`src/rtl/chip_cycle.sv`:
```
// Access-cycle former for the YM2203 pair and SAA1099 on the internal data bus.
// Turns single-cycle host requests into registered strobe sequences, with a one-entry pending buffer.
module chip_cycle #(
  parameter int unsigned YM_SETUP  = 1,
  parameter int unsigned YM_PULSE  = 14,
  parameter int unsigned SAA_CS2WR = 3,
  parameter int unsigned SAA_PULSE = 6,
  parameter int unsigned HOLD      = 1
) (
  input  logic       clk,
  input  logic       rst_n,
  input  logic       req_wraddr_i,
  input  logic       req_wrdata_i,
  input  logic       req_rddata_i,
  input  logic [7:0] req_data_i,
  input  logic       ym_sel_i,
  input  logic       ym_stat_i,
  input  logic       saa_sel_i,
  output logic       busy_o,
  output logic       ovr_o,
  output logic       yma0_o,
  output logic       ymcs0_n_o,
  output logic       ymcs1_n_o,
  output logic       ymrd_n_o,
  output logic       ymwr_n_o,
  output logic       saaa0_o,
  output logic       saacs_n_o,
  output logic       saawr_n_o,
  output logic [7:0] d_out_o,
  output logic       d_oe_o,
  input  logic [7:0] d_in_i,
  output logic [7:0] rd_data_o,
  output logic       rd_valid_o
);

  typedef enum logic [1:0] {StIdle, StSetup, StStrobe, StHold} state_e;
  typedef enum logic [1:0] {OpWrAddr, OpWrData, OpRead} op_e;

  typedef struct packed {
    op_e        op;
    logic       ym_sel;
    logic       ym_stat;
    logic       saa;
    logic [7:0] data;
  } req_t;

  // Counters hold (length - 1) and the state advances when they reach zero.
  localparam logic [3:0] YmSetupLd  = 4'(YM_SETUP - 1);
  localparam logic [3:0] YmPulseLd  = 4'(YM_PULSE - 1);
  localparam logic [3:0] SaaCs2WrLd = 4'(SAA_CS2WR - 1);
  localparam logic [3:0] SaaPulseLd = 4'(SAA_PULSE - 1);
  localparam logic [3:0] HoldLd     = 4'(HOLD - 1);

  state_e     state_q, state_d;
  logic [3:0] cnt_q, cnt_d;
  req_t       cur_q, cur_d;
  req_t       pend_q, pend_d;
  logic       pend_v_q, pend_v_d;
  logic [7:0] rd_data_d;
  logic       rd_valid_d;
  logic       ovr_d;
  logic       busy_d;

  logic       new_v, multi, consume;
  req_t       new_req;

  always_comb begin
    new_v = req_wraddr_i | req_wrdata_i | req_rddata_i;
    multi = (req_wraddr_i & req_wrdata_i) | (req_wraddr_i & req_rddata_i) |
            (req_wrdata_i & req_rddata_i);
    new_req.op      = req_wrdata_i ? OpWrData : (req_wraddr_i ? OpWrAddr : OpRead);
    new_req.ym_sel  = ym_sel_i;
    new_req.ym_stat = ym_stat_i;
    new_req.saa     = saa_sel_i;
    new_req.data    = req_data_i;
  end

  always_comb begin
    state_d    = state_q;
    cnt_d      = cnt_q;
    cur_d      = cur_q;
    rd_data_d  = rd_data_o;
    rd_valid_d = 1'b0;
    consume    = 1'b0;

    unique case (state_q)
      StIdle: consume = pend_v_q;
      StSetup: begin
        if (cnt_q == 4'd0) begin
          state_d = StStrobe;
          cnt_d   = cur_q.saa ? SaaPulseLd : YmPulseLd;
        end else begin
          cnt_d = cnt_q - 4'd1;
        end
      end
      StStrobe: begin
        if (cnt_q == 4'd0) begin
          state_d = StHold;
          cnt_d   = HoldLd;
          // Last strobe cycle: rd_n is still low at this edge.
          if (cur_q.op == OpRead) begin
            rd_data_d  = d_in_i;
            rd_valid_d = 1'b1;
          end
        end else begin
          cnt_d = cnt_q - 4'd1;
        end
      end
      StHold: begin
        if (cnt_q == 4'd0) begin
          state_d = StIdle;
          consume = pend_v_q;
        end else begin
          cnt_d = cnt_q - 4'd1;
        end
      end
      default: state_d = StIdle;
    endcase

    if (consume) begin
      if (pend_q.saa && pend_q.op == OpRead) begin
        // The SAA1099 has no read path; answer with an idle bus value.
        rd_data_d  = 8'hFF;
        rd_valid_d = 1'b1;
        state_d    = StIdle;
      end else begin
        state_d = StSetup;
        cur_d   = pend_q;
        cnt_d   = pend_q.saa ? SaaCs2WrLd : YmSetupLd;
      end
    end

    pend_v_d = pend_v_q & ~consume;
    pend_d   = pend_q;
    ovr_d    = multi;
    if (new_v) begin
      if (!pend_v_d) begin
        pend_v_d = 1'b1;
        pend_d   = new_req;
      end else begin
        ovr_d = 1'b1;
      end
    end
    busy_d = (state_d != StIdle) | pend_v_d;
  end

  // Strobe values for the upcoming state, registered so outputs are glitch-free.
  logic       act, ym_act, saa_act, is_wr, strb;
  logic       yma0_d, ymcs0_n_d, ymcs1_n_d, ymrd_n_d, ymwr_n_d;
  logic       saaa0_d, saacs_n_d, saawr_n_d, d_oe_d;
  logic [7:0] d_out_d;

  always_comb begin
    act       = state_d != StIdle;
    ym_act    = act & ~cur_d.saa;
    saa_act   = act & cur_d.saa;
    is_wr     = cur_d.op != OpRead;
    strb      = state_d == StStrobe;
    yma0_d    = ym_act & ((cur_d.op == OpWrData) | ((cur_d.op == OpRead) & ~cur_d.ym_stat));
    ymcs0_n_d = ~(ym_act & strb & ~cur_d.ym_sel);
    ymcs1_n_d = ~(ym_act & strb & cur_d.ym_sel);
    ymwr_n_d  = ~(ym_act & strb & is_wr);
    ymrd_n_d  = ~(ym_act & strb & ~is_wr);
    saaa0_d   = saa_act & (cur_d.op == OpWrAddr);
    saacs_n_d = ~(saa_act & ((state_d == StSetup) | strb));
    saawr_n_d = ~(saa_act & strb);
    d_oe_d    = act & is_wr;
    d_out_d   = d_oe_d ? cur_d.data : 8'h00;
  end

  always_ff @(posedge clk or negedge rst_n) begin
    if (!rst_n) begin
      state_q    <= StIdle;
      cnt_q      <= 4'd0;
      cur_q      <= '0;
      pend_q     <= '0;
      pend_v_q   <= 1'b0;
      busy_o     <= 1'b0;
      ovr_o      <= 1'b0;
      yma0_o     <= 1'b0;
      ymcs0_n_o  <= 1'b1;
      ymcs1_n_o  <= 1'b1;
      ymrd_n_o   <= 1'b1;
      ymwr_n_o   <= 1'b1;
      saaa0_o    <= 1'b0;
      saacs_n_o  <= 1'b1;
      saawr_n_o  <= 1'b1;
      d_out_o    <= 8'h00;
      d_oe_o     <= 1'b0;
      rd_data_o  <= 8'h00;
      rd_valid_o <= 1'b0;
    end else begin
      state_q    <= state_d;
      cnt_q      <= cnt_d;
      cur_q      <= cur_d;
      pend_q     <= pend_d;
      pend_v_q   <= pend_v_d;
      busy_o     <= busy_d;
      ovr_o      <= ovr_d;
      yma0_o     <= yma0_d;
      ymcs0_n_o  <= ymcs0_n_d;
      ymcs1_n_o  <= ymcs1_n_d;
      ymrd_n_o   <= ymrd_n_d;
      ymwr_n_o   <= ymwr_n_d;
      saaa0_o    <= saaa0_d;
      saacs_n_o  <= saacs_n_d;
      saawr_n_o  <= saawr_n_d;
      d_out_o    <= d_out_d;
      d_oe_o     <= d_oe_d;
      rd_data_o  <= rd_data_d;
      rd_valid_o <= rd_valid_d;
    end
  end

endmodule

```
`config.mk`:
```
export PLATFORM = sky130hd
export DESIGN_NAME = chip_cycle
export DESIGN_NICKNAME = d
export VERILOG_FILES = /design/src/rtl/chip_cycle.sv
export SDC_FILE = /design/constraint.sdc
export NUM_CORES = 1
export LEC_CHECK = 0
export BUFFER_PORTS_ARGS = -buffer_cell sky130_fd_sc_hd__buf_2
export CORE_MARGIN = 2
export CORE_UTILIZATION = 55
export CTS_CLUSTER_SIZE = 24
export DETAILED_ROUTE_END_ITERATION = 7
export PLACE_DENSITY = 0.81
export SYNTH_ARGS = -nofsm -noshare
export SYNTH_HDL_FRONTEND = slang
export SYNTH_SLANG_ARGS = --single-unit
```
`constraint.sdc`:
```
create_clock -name clk -period 3.2 [get_ports clk]
set_clock_uncertainty 0.05 [all_clocks]
set_input_delay 0.32 -clock clk [delete_from_list [all_inputs] [get_ports clk]]
set_output_delay 0.32 -clock clk [all_outputs]
set_load 0.05 [all_outputs]
```
Word level (Yosys, flattened, before mapping)

Index checks and enable logic that the tools add are counted.

Bits of input ports: 24
Bits in registers: 61
Word-level logic and storage cells: 114
Output and inout bits: 28

Mux-type cells: 34
Equal/unequal tests: 10
$add $sub $neg: 1
Bitwise operators: 36
Reduce and logical (&&, ||, !) cells: 6

Operators with widths:

| kind                                                               | count |
|---|---|
| 8-bit 2-to-1 mux                                                   | 6 |
| 13-bit 2-to-1 mux                                                  | 2 |
| 4-bit 2-to-1 mux                                                   | 6 |
| 1-bit bitwise AND                                                  | 17 |
| 2-bit 2-to-1 mux                                                   | 7 |
| 2-bit == test, second input constant                               | 6 |
| 1-bit NOT                                                          | 12 |
| 4-bit one-hot mux with 3 select lines                              | 1 |
| 1-bit 2-to-1 mux                                                   | 10 |
| 1-bit OR                                                           | 7 |
| 2-bit by 1-bit == test with 1-bit output, second input constant    | 3 |
| 2-bit one-hot mux with 3 select lines                              | 1 |
| 2-bit zero test                                                    | 2 |
| 4-bit zero test                                                    | 1 |
| 4-bit by 1-bit subtractor with 4-bit output, second input constant | 1 |
| 2-bit != test, second input constant                               | 1 |
| 1-bit one-hot mux with 2 select lines                              | 1 |
| 2-bit AND reduction                                                | 1 |
| 2-bit nonzero test                                                 | 1 |
| 1-bit logical AND                                                  | 1 |

Longest topological paths before layout

Gate-level depths: netlist of the first run.

Depth in word-level cells: 9
Mapped depth: 11
Gate-level depth less buffers: 11

Worst setup path before layout of the first run

Ideal clock, no wire load.

Path kind: register to register
From: register state_q[1]
To: register ymrd_n_o
Arrival time: 2.343 ns
Path slack: 0.743 ns
Data required time: 3.086 ns
Period minus slack after synthesis: 2.457 ns
Buffers on the path: 1
Setup time: 0.064 ns
Cell stages (with the launch flop): 12
Cells stage by stage: dfrtp_1 -> inv_1 -> ha_1 -> nand2b_2 -> a21oi_1 -> nand2_1 -> clkbuf_1 -> o21ai_0 -> ha_1 -> clkinv_1 -> o2111a_1 -> nand3_1

Longest elaborated chain between the ends: 8
Elaborated cells on any way between the ends: 20
Classes of those cells: eq/ne: 5; mux: 7; bitwise: 6; reduce/logical: 2

RTL lines:

| item                                                                                           | RTL line | source |
|---|---|---|
| from (decl)                                                                                    | 54       | `state_e state_q, state_d;` |
| from (signal assigned)                                                                         | 173      | `state_q <= StIdle;` |
| from (signal assigned)                                                                         | 193      | `state_q <= state_d;` |
| 2-bit == test (tied with other cells)                                                          | 86       | `unique case (state_q)` |
| 2-bit one-hot mux with 3 select lines or 1-bit one-hot mux with 2 select lines (tied branches) | 86       |  |
| 2-bit 2-to-1 mux or 13-bit 2-to-1 mux (tied branches)                                          | 120      | `if (consume) begin` |
| 2-bit nonzero test or 1-bit NOT (tied branches)                                                | 154, 155 |  |
| 1-bit bitwise AND                                                                              | 155      | `ym_act = act & ~cur_d.saa;` |
| 1-bit bitwise AND                                                                              | 163      | `ymrd_n_d = ~(ym_act & strb & ~is_wr);` |
| 1-bit bitwise AND (*)                                                                          | 163      |  |
| 1-bit NOT (*)                                                                                  | 163      |  |
| via ymrd_n_d                                                                                   | 149      | `logic yma0_d, ymcs0_n_d, ymcs1_n_d, ymrd_n_d, ymwr_n_d;` |
| to (signal assigned)                                                                           | 203      | `ymrd_n_o <= ymrd_n_d;` |
| to (decl)                                                                                      | 24       | `output logic ymrd_n_o,` |

Mark *: on every way through the listed nets, which the timed path passes. The rest lies on a longest branch.
A chain may end at the register's enable or synchronous reset.

Worst setup path after layout of the first run

From: register cnt_q[0]
To: register ymwr_n_o

Longest elaborated chain between the ends: 9
Elaborated cells on any way between the ends: 17
Classes of those cells: eq/ne: 2; mux: 8; bitwise: 5; reduce/logical: 2

RTL lines:

| item                                                                                           | RTL line    | source |
|---|---|---|
| from (decl)                                                                                    | 55          | `logic [3:0] cnt_q, cnt_d;` |
| from (signal assigned)                                                                         | 194         | `cnt_q <= cnt_d;` |
| 4-bit zero test (*)                                                                            | 89, 97, 110 |  |
| 2-bit 2-to-1 mux (tied with other cells)                                                       | 110         | `if (cnt_q == 4'd0) begin` |
| 2-bit one-hot mux with 3 select lines or 1-bit one-hot mux with 2 select lines (tied branches) | 86          |  |
| 2-bit 2-to-1 mux or 13-bit 2-to-1 mux (tied branches)                                          | 120         |  |
| 2-bit nonzero test or 1-bit NOT (tied branches)                                                | 154, 155    |  |
| 1-bit bitwise AND                                                                              | 155         |  |
| 1-bit bitwise AND                                                                              | 162         | `ymwr_n_d = ~(ym_act & strb & is_wr);` |
| 1-bit bitwise AND (*)                                                                          | 162         |  |
| 1-bit NOT (*)                                                                                  | 162         |  |
| via ymwr_n_d                                                                                   | 149         |  |
| to (signal assigned)                                                                           | 204         | `ymwr_n_o <= ymwr_n_d;` |
| to (decl)                                                                                      | 25          | `output logic ymwr_n_o,` |

Marked as above.

==> flow_metrics.env, run 1 <==
export IMPL_status="finished, final reports clean"
export IMPL_dp_slack_ns=0.3466
export IMPL_synth_cell_types=53
export IMPL_yosysMostFrequentCell="dfrtp_1"
export IMPL_rsz0062_at_grt="no"
export IMPL_grt_total_usage=0.2291
export IMPL_synth_cells=222
export IMPL_grt_pass1_vias=2157
export IMPL_fin_crit_ns=2.935
export IMPL_first_pass_iters=4
export IMPL_peakVddDrop_v=0.0006925
export IMPL_avgRoutedWirePerCell_um=16.52
export IMPL_antenna_left=0
export IMPL_end_kind="flip-flop"
export IMPL_syn_num_nets=256
export IMPL_dpl_cell_count=340
export IMPL_instances_no_fill=356
export IMPL_synth_main_ff_cell="dfrtp_1"
export IMPL_gp_congestion=0.8772
export IMPL_hold_path_class="in2reg"
export IMPL_overflow=0
export IMPL_final_core_util=0.6686
export IMPL_die_x_um=76.24
export IMPL_grt_max_degree=32
export IMPL_area_growth_pct=18.22
export IMPL_io_pins=52
export IMPL_wl_mm=5.882
export IMPL_dr_total_vias=1951
export IMPL_io_buffers=51
export IMPL_max_freq_mhz=340.7
export IMPL_clock_sinks=61
export IMPL_cts_setup_buffers=0
export IMPL_clockRootBuffer="clkbuf_8"
export IMPL_asyncSetResetFlopFracSynth=1.000
export IMPL_die_area_um2=5813
export IMPL_synth_area_per_cell_um2=12.93
export IMPL_synth_edf_count=0
export IMPL_yosys_warnings=0
export IMPL_timing_final_crit_share=0.9172
export IMPL_insertion_delay_ns=0.34
export IMPL_drc=0
export IMPL_leakagePower_uw=0.001559
export IMPL_core_area_um2=5075
export IMPL_arrival_ns=3.14
export IMPL_start_kind="flip-flop"
export IMPL_drv_slew=0
export IMPL_finalSetupViolations=0
export IMPL_synth_area_um2=2870
export IMPL_avgViaCountPerCell=5.480
export IMPL_place_hpwl_mm=4.074
export IMPL_required_ns=3.41
export IMPL_finalSetupTns_ns=0
export IMPL_std_cell_rows=26
export IMPL_power_density_nw_per_um2=1212
export IMPL_slew_headroom=0.5382
export IMPL_multiInputGateArea_um2=1231
export IMPL_die_y_um=76.24
export IMPL_dr_first_iter_drc_count=84
export IMPL_fin_ws_ns=0.2651
export IMPL_start_util=0.5656
export IMPL_antenna_found_initial=0
export IMPL_ys_seq_area_frac=0.5344
export IMPL_synth_area_leader_cell="dfrtp_1"
export IMPL_clockBufferDepth=2
export IMPL_drv_cap=0
export IMPL_final_layout_size_suffix_gt1_frac=0.3916
export IMPL_synthTopCellsByCount="55 x dfrtp_1, 20 x nand2_1, 16 x mux2_4"
export IMPL_diodes=0
export IMPL_area_sequential_um2=1534
export IMPL_critPathMaxFanout=10
export IMPL_grt_pass1_wl_mm=10.41
export IMPL_worstSetupPathType="reg2reg"
export IMPL_nFillCells=382
export IMPL_cts_tree="done"
export IMPL_h_tree_depth=3
export IMPL_numCtsBuffers=9
export IMPL_hold_viol=0
export IMPL_nets=316
export IMPL_synthTopCellsByArea="dfrtp_1 48%, mux2_4 8.4%, dfstp_2 5.5%, ha_1 4.4%, mux2i_1 3.1%"
export IMPL_synth_top_cell_area_share=0.4795
export IMPL_clk_pin_slew_ns=0.07
export IMPL_ys_seq_elements=61
export IMPL_worstMarginPinSlew_ns=0.6927
-- state kept, by name, indices dropped and copies added, names as in the netlist, 2 cells and up --
signal     count
d_out_o        8
state_q        2
rd_data_o      8
cnt_q          4
pend_q        13
cur_q         13
-- stage by stage --
stage / instance area [um2] / total power [uW] / hold slack (ns)
global route: 3393 / 4386 / 0.1495
finish: 3393 / 4112 / 0.1527
detailed placement: 3192 / 3421 / 0.3588
global placement: 3192 / 3373 / 0.3428
CTS: 3383 / 4095 / 0.1436
floorplan: 2870 / 3009 / -0.02559
-- metal layers --
metal,up-vias,GRT usage,wire length [um]
li1,928,-,-
met1,952,0.2905,2552
met2,64,0.3735,2910
met3,7,0.06161,350
met4,0,0.09636,70
met5,-,0,0
-- power by group --
| group | switching [uW] | total [uW] | internal (uW) |
|---|---|---|---|
| clock network | 294 | 648 | 354 |
| logic | 1310 | 2190 | 878 |
| registers | 175 | 1270 | 1100 |
-- worst max-delay path, stage by stage, from the launching register on --
cell and delay, ns:
dfrtp_1 0.41, inv_1 0.12, ha_1 0.31, nor3b_4 0.31
inv_2 0.12, a211oi_1 0.31, a21oi_1 0.11, o221ai_1 0.19
ha_1 0.32, clkinvlp_4 0.26, o2111a_1 0.24, o21ai_1 0.10
-- cell families (layout without fill, tap and decap cells) --
logic type	Yosys count	count (layout)	synth area share
and+or+nand+nor	45	45	0.08937
adders and majority gates	10	10	0.04359
AOI/OAI and AO/OA	51	51	0.1534
DFF	61	61	0.5344
buffers and inverters	24	88	0.04054
muxes	31	31	0.1386
-- cell usage in the layout, fill, tap and decap left out, types with 2 or more instances in the layout --
master and n:
dfrtp_1 55, buf_2 51, nand2_1 20, mux2_4 16, inv_1 14, ha_1 10
mux2i_1 9, o211a_1 9, clkbuf_8 9, o21ai_0 8, mux2_2 6, dfstp_2 6
a21oi_1 5, nor2_1 5, nor3_1 4, a211oi_1 4, inv_2 3, clkinvlp_4 3
buf_4 3, o2111ai_1 2, a31oi_1 2, and3_1 2, o211ai_1 2, nand3_1 2
nand2b_1 2, clkbuf_1 2
-- layout make-up --
type	count	share of cell area
Inverter	18	0.02102
Multi-Input combinational cell	137	0.3628
Timing Repair Buffer	55	0.08481
Clock buffer	11	0.03872
Tap cell	70	0.02581
Sequential cell	61	0.4521
Clock inverter	4	0.01475
-- worst paths after layout --
path / startpoint / cells after the start / slack (ns) / to
worst max-delay path: cnt_q[0]$_DFF_PN0_ / 11 / 0.27 / ymwr_n_o$_DFF_PN1_
worst min-delay path: d_in_i[7] / 3 / 0.15 / rd_data_o[7]$_DFF_PN0_
worst max register to register: cnt_q[0]$_DFF_PN0_ / 11 / 0.27 / ymwr_n_o$_DFF_PN1_
worst min register to register: rd_data_o[5]$_DFF_PN0_ / 2 / 0.44 / rd_data_o[5]$_DFF_PN0_
max in group asynchronous: rst_n / 3 / 1.71 / ymrd_n_o$_DFF_PN1_
min in group asynchronous: rst_n / 2 / 0.51 / pend_q[1]$_DFFE_PN0P_
-- timing repair --
| item | 4_1_cts | 5_1_grt |
|---|---|---|
| gates resized for setup | 0 | 2 |
| hold buffers | 1 | 0 |
| setup endpoints to repair | 0 | 4 |
| endpoints found under the hold margin | 17 | 0 |
No activity file was read; power rests on OpenSTA's default activity.
==> inputs of run 2 (changes only) <==
--- a/config.mk
+++ b/config.mk
@@ -11,6 +11,7 @@
 export CTS_CLUSTER_SIZE = 24
 export DETAILED_ROUTE_END_ITERATION = 7
 export PLACE_DENSITY = 0.81
+export RECOVER_POWER = 50
 export SYNTH_ARGS = -nofsm -noshare
 export SYNTH_HDL_FRONTEND = slang
 export SYNTH_SLANG_ARGS = --single-unit
==> run 2 against run 1 <==
Effect of this change:
- the flow now finishes with violations (capacitance limit, slew limit)
- global-route usage is the same
- combinational power about the same
- clock power hardly changed
- non-clock buffer count is the same
- critical endpoint unchanged
- worst setup slack got worse by 0.0094 ns
- register-to-register slack about the same
- largest cell class unchanged
- routed wire length is 0.10% lower
- flip-flop and latch count unchanged
- worst hold slack better by 0.0038 ns
==> flow_metrics.env, run 2 (synthesis results as in run 1) <==
export IMPL_gp_congestion=0.8772
export IMPL_hold_viol=0
export IMPL_antenna_found_initial=0
export IMPL_start_kind="flip-flop"
export IMPL_grt_pass1_wl_mm=10.41
export IMPL_max_freq_mhz=339.6
export IMPL_worstSetupPathType="reg2reg"
export IMPL_area_growth_pct=16.87
export IMPL_critPathMaxFanout=10
export IMPL_clock_sinks=61
export IMPL_final_layout_size_suffix_gt1_frac=0.2902
export IMPL_die_y_um=76.24
export IMPL_first_pass_iters=4
export IMPL_required_ns=3.40
export IMPL_min_path_cells=3
export IMPL_h_tree_depth=3
export IMPL_hold_path_class="in2reg"
export IMPL_numCtsBuffers=9
export IMPL_reg_largest_list="cur_q: 13 flops, pend_q: 13 flops"
export IMPL_core_area_um2=5075
export IMPL_worstMarginPinSlew_ns=1.672
export IMPL_crit_slowest_cell="dfrtp_1"
export IMPL_fin_crit_ns=2.944
export IMPL_start_util=0.5656
export IMPL_drv_slew=32
export IMPL_grt_max_degree=32
export IMPL_cts_tree="done"
export IMPL_violations="capacitance limit, slew limit"
export IMPL_io_pins=52
export IMPL_nFillCells=398
export IMPL_final_common_cell="dfrtp_1"
export IMPL_place_hpwl_mm=4.074
export IMPL_io_buffers=51
export IMPL_drc=0
export IMPL_critPathMaxStageDelay_ns=0.41
export IMPL_rsz0062_at_grt="no"
export IMPL_std_cell_rows=26
export IMPL_peakVddDrop_v=0.0006786
export IMPL_drv_cap=1
export IMPL_r2r_end="ymwr_n_o$_DFF_PN1_"
export IMPL_leakagePower_uw=0.001491
export IMPL_nets=316
export IMPL_worstHoldStart="d_in_i[7]"
export IMPL_avgRoutedWirePerCell_um=16.51
export IMPL_clk_pin_slew_ns=0.07
export IMPL_cpMostUsedCell="ha_1"
export IMPL_dr_first_iter_drc_count=87
export IMPL_timing_final_crit_share=0.9201
export IMPL_wl_mm=5.876
export IMPL_reg2reg_depth=11
export IMPL_die_x_um=76.24
export IMPL_ff2ff_setup_slack_ns=0.26
export IMPL_antenna_left=0
export IMPL_diodes=0
export IMPL_hold_path_endpoint="rd_data_o[7]$_DFF_PN0_"
export IMPL_avgViaCountPerCell=5.480
export IMPL_grt_total_usage=0.2291
export IMPL_crit_reg2reg_launch="cnt_q[0]$_DFF_PN0_"
export IMPL_end_kind="flip-flop"
export IMPL_overflow=0
export IMPL_die_area_um2=5813
export IMPL_arrival_ns=3.15
export IMPL_final_cell_mix="55 x dfrtp_1, 31 x clkbuf_1, 22 x buf_2"
export IMPL_finalSetupViolations=0
export IMPL_dr_total_vias=1951
export IMPL_insertion_delay_ns=0.33
export IMPL_cp_cell_sequence="inv_1 > ha_1 > nor3b_4 > inv_2 > a211oi_1 > a21oi_1 > o221ai_1 > ha_1 > clkinvlp_4 > o2111a_1 > o21ai_1"
export IMPL_cts_setup_buffers=0
export IMPL_clockRootBuffer="clkbuf_8"
export IMPL_final_core_util=0.6610
export IMPL_status="finished with violations"
export IMPL_slew_headroom=-0.1145
export IMPL_finalSetupTns_ns=0
export IMPL_grt_pass1_vias=2157
export IMPL_clockBufferDepth=2
export IMPL_power_density_nw_per_um2=1219
## run 2: cell count changes in the layout (fill, tap and decap cells not counted)
| cell | before | now |
|---|---|---|
| clkbuf_1 | 2 | 31 |
| buf_4 | 3 | 2 |
| buf_2 | 51 | 22 |
| clkbuf_2 | 0 | 1 |
## run 2: area by class of cell
| type | instances | area, um2 | area share |
|---|---|---|---|
| inverter | 18 | 71.32 | 0.02126 |
| tap | 70 | 87.58 | 0.02611 |
| timing repair buffer | 55 | 249.0 | 0.07423 |
| clock buffer | 11 | 131.4 | 0.03916 |
| multi-input combinational | 137 | 1231 | 0.3670 |
| clock inverter | 4 | 50.05 | 0.01492 |
| sequential | 61 | 1534 | 0.4573 |
## run 2: worst max-delay path by stage
stage / start / to / slack, ns / depth (start not counted)
global placement: cnt_q[0]$_DFF_PN0_ / ymwr_n_o$_DFF_PN1_ / 0.53 / 11
floorplan: state_q[1]$_DFF_PN0_ / ymrd_n_o$_DFF_PN1_ / 0.74 / 11
finish: cnt_q[0]$_DFF_PN0_ / ymwr_n_o$_DFF_PN1_ / 0.26 / 11
detailed placement: cnt_q[0]$_DFF_PN0_ / ymrd_n_o$_DFF_PN1_ / 0.35 / 11
CTS: cnt_q[0]$_DFF_PN0_ / ymwr_n_o$_DFF_PN1_ / 0.24 / 11
global route: cnt_q[0]$_DFF_PN0_ / ymwr_n_o$_DFF_PN1_ / 0.02 / 11
## run 2: per-layer routing
metal,routed length [um],vias to the layer above,global-route usage
met4,62,0,0.09636
met5,0,-,0
li1,-,928,-
met2,2924,72,0.3735
met3,337,8,0.06161
met1,2552,943,0.2905
## run 2: timing repair
action	4_1_cts	5_1_grt
endpoints found under the hold margin	17	0
endpoints found under the setup margin	0	4
gates resized for setup	0	2
hold buffers	1	0
## run 2: metrics by stage
step	total power (uW)	setup WS (ns)	cells	hold WS, ns	instance area (um2)
global placement	3373	0.5304	340	0.3428	3192
global route	4359	0.01923	356	0.1495	3354
CTS	4095	0.2360	356	0.1436	3383
finish	4087	0.2557	356	0.1565	3354
floorplan	3009	0.7432	222	-0.02559	2870
detailed placement	3421	0.3466	340	0.3588	3192
## run 2: power by group
part	internal [uW]	leakage (uW)	switching (uW)
clock network	354	0.0000854	290
logic	851	0.000703	1320
registers	1100	0.000702	179
## run 2: critical path, delay by kind of cell, from the launching register on
family / cells / cell delay, ns
buffers and inverters: 3 / 0.51
adder cells (fa/ha/maj): 2 / 0.63
AO/OA/AOI/OAI: 5 / 0.96
flip-flops: 1 / 0.41
AND/OR/NAND/NOR: 1 / 0.31
==> inputs of run 3 (changes only) <==
==> constraint.sdc (replaced) <==
create_clock -name clk -period 3.2 [get_ports clk]
set_clock_uncertainty 0.05 [all_clocks]
set_input_delay 0.48 -clock clk [delete_from_list [all_inputs] [get_ports clk]]
set_output_delay 0.48 -clock clk [all_outputs]
set_load 0.05 [all_outputs]
==> run 3 against run 2 <==
Effect of this change:
- the run now ends clean
- critical path depth unchanged
- worst hold slack improved by 0.15 ns
- power increased by 2.7%
- first-iteration DRC count increased by 93%
==> flow_metrics.env, run 3 (synthesis results as in run 1) <==
export IMPL_status="finished, final reports clean"
export IMPL_cts_setup_buffers=0
export IMPL_clk_pin_slew_ns=0.08
export IMPL_io_buffers=51
export IMPL_die_y_um=76.24
export IMPL_first_pass_iters=5
export IMPL_fin_ws_ns=0.3396
export IMPL_reg2reg_depth=11
export IMPL_reg_largest_list="cur_q: 13 flops, pend_q: 13 flops"
export IMPL_end_kind="flip-flop"
export IMPL_io_pins=52
export IMPL_rsz0062_at_grt="no"
export IMPL_dr_first_iter_drc_count=168
export IMPL_cts_tree="done"
export IMPL_power_density_nw_per_um2=1236
export IMPL_place_hpwl_mm=3.830
export IMPL_worstSetupPathType="reg2reg"
export IMPL_h_tree_depth=3
export IMPL_grt_pass1_vias=2053
export IMPL_std_cell_rows=26
export IMPL_slew_headroom=0.2419
export IMPL_hold_path_endpoint="rd_data_o[2]$_DFF_PN0_"
export IMPL_crit_reg2reg_launch="cnt_q[0]$_DFF_PN0_"
export IMPL_grt_max_degree=54
export IMPL_final_layout_size_suffix_gt1_frac=0.3497
export IMPL_critPathMaxFanout=10
export IMPL_drc=0
export IMPL_ctsHoldBuffers=0
export IMPL_max_freq_mhz=349.6
export IMPL_cts_resized=0
export IMPL_p_seq_frac=0.302
export IMPL_swShare=0.4305
export IMPL_grt_total_usage=0.2154
export IMPL_timing_final_crit_share=0.8939
export IMPL_drv_slew=0
export IMPL_worstHoldStart="d_in_i[2]"
export IMPL_diodes=0
export IMPL_min_path_cells=3
export IMPL_overflow=0
export IMPL_gp_congestion=0.8940
export IMPL_intPower_uw=2391
export IMPL_wl_mm=5.708
export IMPL_critPathMaxStageDelay_ns=0.40
export IMPL_insertion_delay_ns=0.34
export IMPL_r2r_end="ymwr_n_o$_DFF_PN1_"
export IMPL_peakVddDrop_v=0.0007413
export IMPL_start_kind="flip-flop"
export IMPL_avgViaCountPerCell=5.522
export IMPL_ff2ff_setup_slack_ns=0.34
export IMPL_avgRoutedWirePerCell_um=16.03
export IMPL_final_common_cell="dfrtp_1"
export IMPL_hold_viol=0
export IMPL_core_area_um2=5075
export IMPL_start_util=0.5656
export IMPL_finalSetupTns_ns=0
export IMPL_clockRootBuffer="clkbuf_8"
export IMPL_leakagePower_uw=0.001524
export IMPL_antenna_found_initial=0
export IMPL_fin_crit_ns=2.860
export IMPL_combPwrFrac=0.514
export IMPL_dr_total_vias=1966
export IMPL_die_area_um2=5813
export IMPL_die_x_um=76.24
export IMPL_antenna_left=0
export IMPL_dpl_cell_count=340
export IMPL_finalSetupViolations=0
export IMPL_clockBufferDepth=2
export IMPL_area_growth_pct=18.35
export IMPL_arrival_ns=3.08
export IMPL_crit_slowest_cell="dfrtp_1"
export IMPL_dp_slack_ns=0.3735
export IMPL_drv_cap=0
export IMPL_clock_sinks=61
export IMPL_power_switching_uw=1807
export IMPL_instances_no_fill=356
export IMPL_grt_pass1_wl_mm=9.825
export IMPL_nFillCells=380
export IMPL_numCtsBuffers=9
export IMPL_nets=315
export IMPL_required_ns=3.42
export IMPL_final_cell_mix="55 x dfrtp_1, 37 x buf_2, 20 x nand2_1"
export IMPL_hold_path_class="in2reg"
export IMPL_cp_cell_sequence="inv_1 > ha_1 > nor3b_2 > inv_2 > o21ai_0 > a22oi_1 > o21ai_0 > ha_1 > clkinvlp_4 > o2111a_1 > o21ai_1"
export IMPL_holdWs_ns=0.3095
export IMPL_worstMarginPinSlew_ns=1.137
export IMPL_power_frac_clock=0.184
-- run 3: cell types whose count changed in the layout (fill, tap and decap cells not counted) --
cell,before,now
buf_2,22,37
bufinv_16,1,2
clkbuf_1,31,15
clkbuf_2,1,0
clkinv_2,1,0
clkinvlp_4,3,5
dlygate4sd3_1,1,0
inv_6,0,1
nor3b_2,0,1
nor3b_4,1,0
-- run 3: per-stage QoR --
stage	power [uW]	instance area, um2	utilization
after floorplan	3009	2870	-
after global placement	3371	3192	0.6289
after detailed placement	3410	3192	0.6289
after CTS	4193	3415	0.6728
after global routing	4454	3397	0.6694
final	4198	3397	0.6694
-- run 3: metal layers --
layer | track usage | share of wire
met3 | 0.06872 | 0.058
met5 | 0 | 0
met4 | 0.08364 | 0.016
met2 | 0.3434 | 0.49
met1 | 0.2759 | 0.44
-- run 3: power groups by stage --
stage / clock (uW) / sequential, uW / combinational, uW
2_1_floorplan: 0 / 1560 / 1450
3_3_place_gp: 0 / 1270 / 2100
3_5_place_dp: 0 / 1270 / 2140
4_1_cts: 780 / 1270 / 2150
5_1_grt: 819 / 1310 / 2330
6_report: 771 / 1270 / 2160
-- run 3: cell type report --
type	instances	area [um2]	share of cell area
Clock buffer	9	123.9	0.03646
Clock inverter	7	98.84	0.02910
Inverter	18	71.32	0.02099
Multi-Input combinational cell	137	1225	0.3606
Sequential cell	61	1534	0.4516
Tap cell	70	87.58	0.02578
Timing Repair Buffer	54	256.5	0.07551
-- run 3: worst max path at each step --
stage,startpoint,slack [ns],cells after the start,end
floorplan,state_q[1]$_DFF_PN0_,0.74,11,ymrd_n_o$_DFF_PN1_
global placement,cnt_q[0]$_DFF_PN0_,0.52,11,ymwr_n_o$_DFF_PN1_
detailed placement,cnt_q[0]$_DFF_PN0_,0.37,11,ymwr_n_o$_DFF_PN1_
CTS,cnt_q[0]$_DFF_PN0_,0.34,11,ymwr_n_o$_DFF_PN1_
global route,cnt_q[0]$_DFF_PN0_,0.02,11,ymwr_n_o$_DFF_PN1_
finish,cnt_q[0]$_DFF_PN0_,0.34,11,ymwr_n_o$_DFF_PN1_
-- run 3: worst max-delay path: cells and delay by family, from the launching register on --
| kind | cells | cell delay (ns) |
|---|---|---|
| adders and majority gates | 2 | 0.65 |
| buffers and inverters | 3 | 0.49 |
| and+or+nand+nor | 1 | 0.33 |
| AOI/OAI and AO/OA | 5 | 0.86 |
| DFF | 1 | 0.40 |
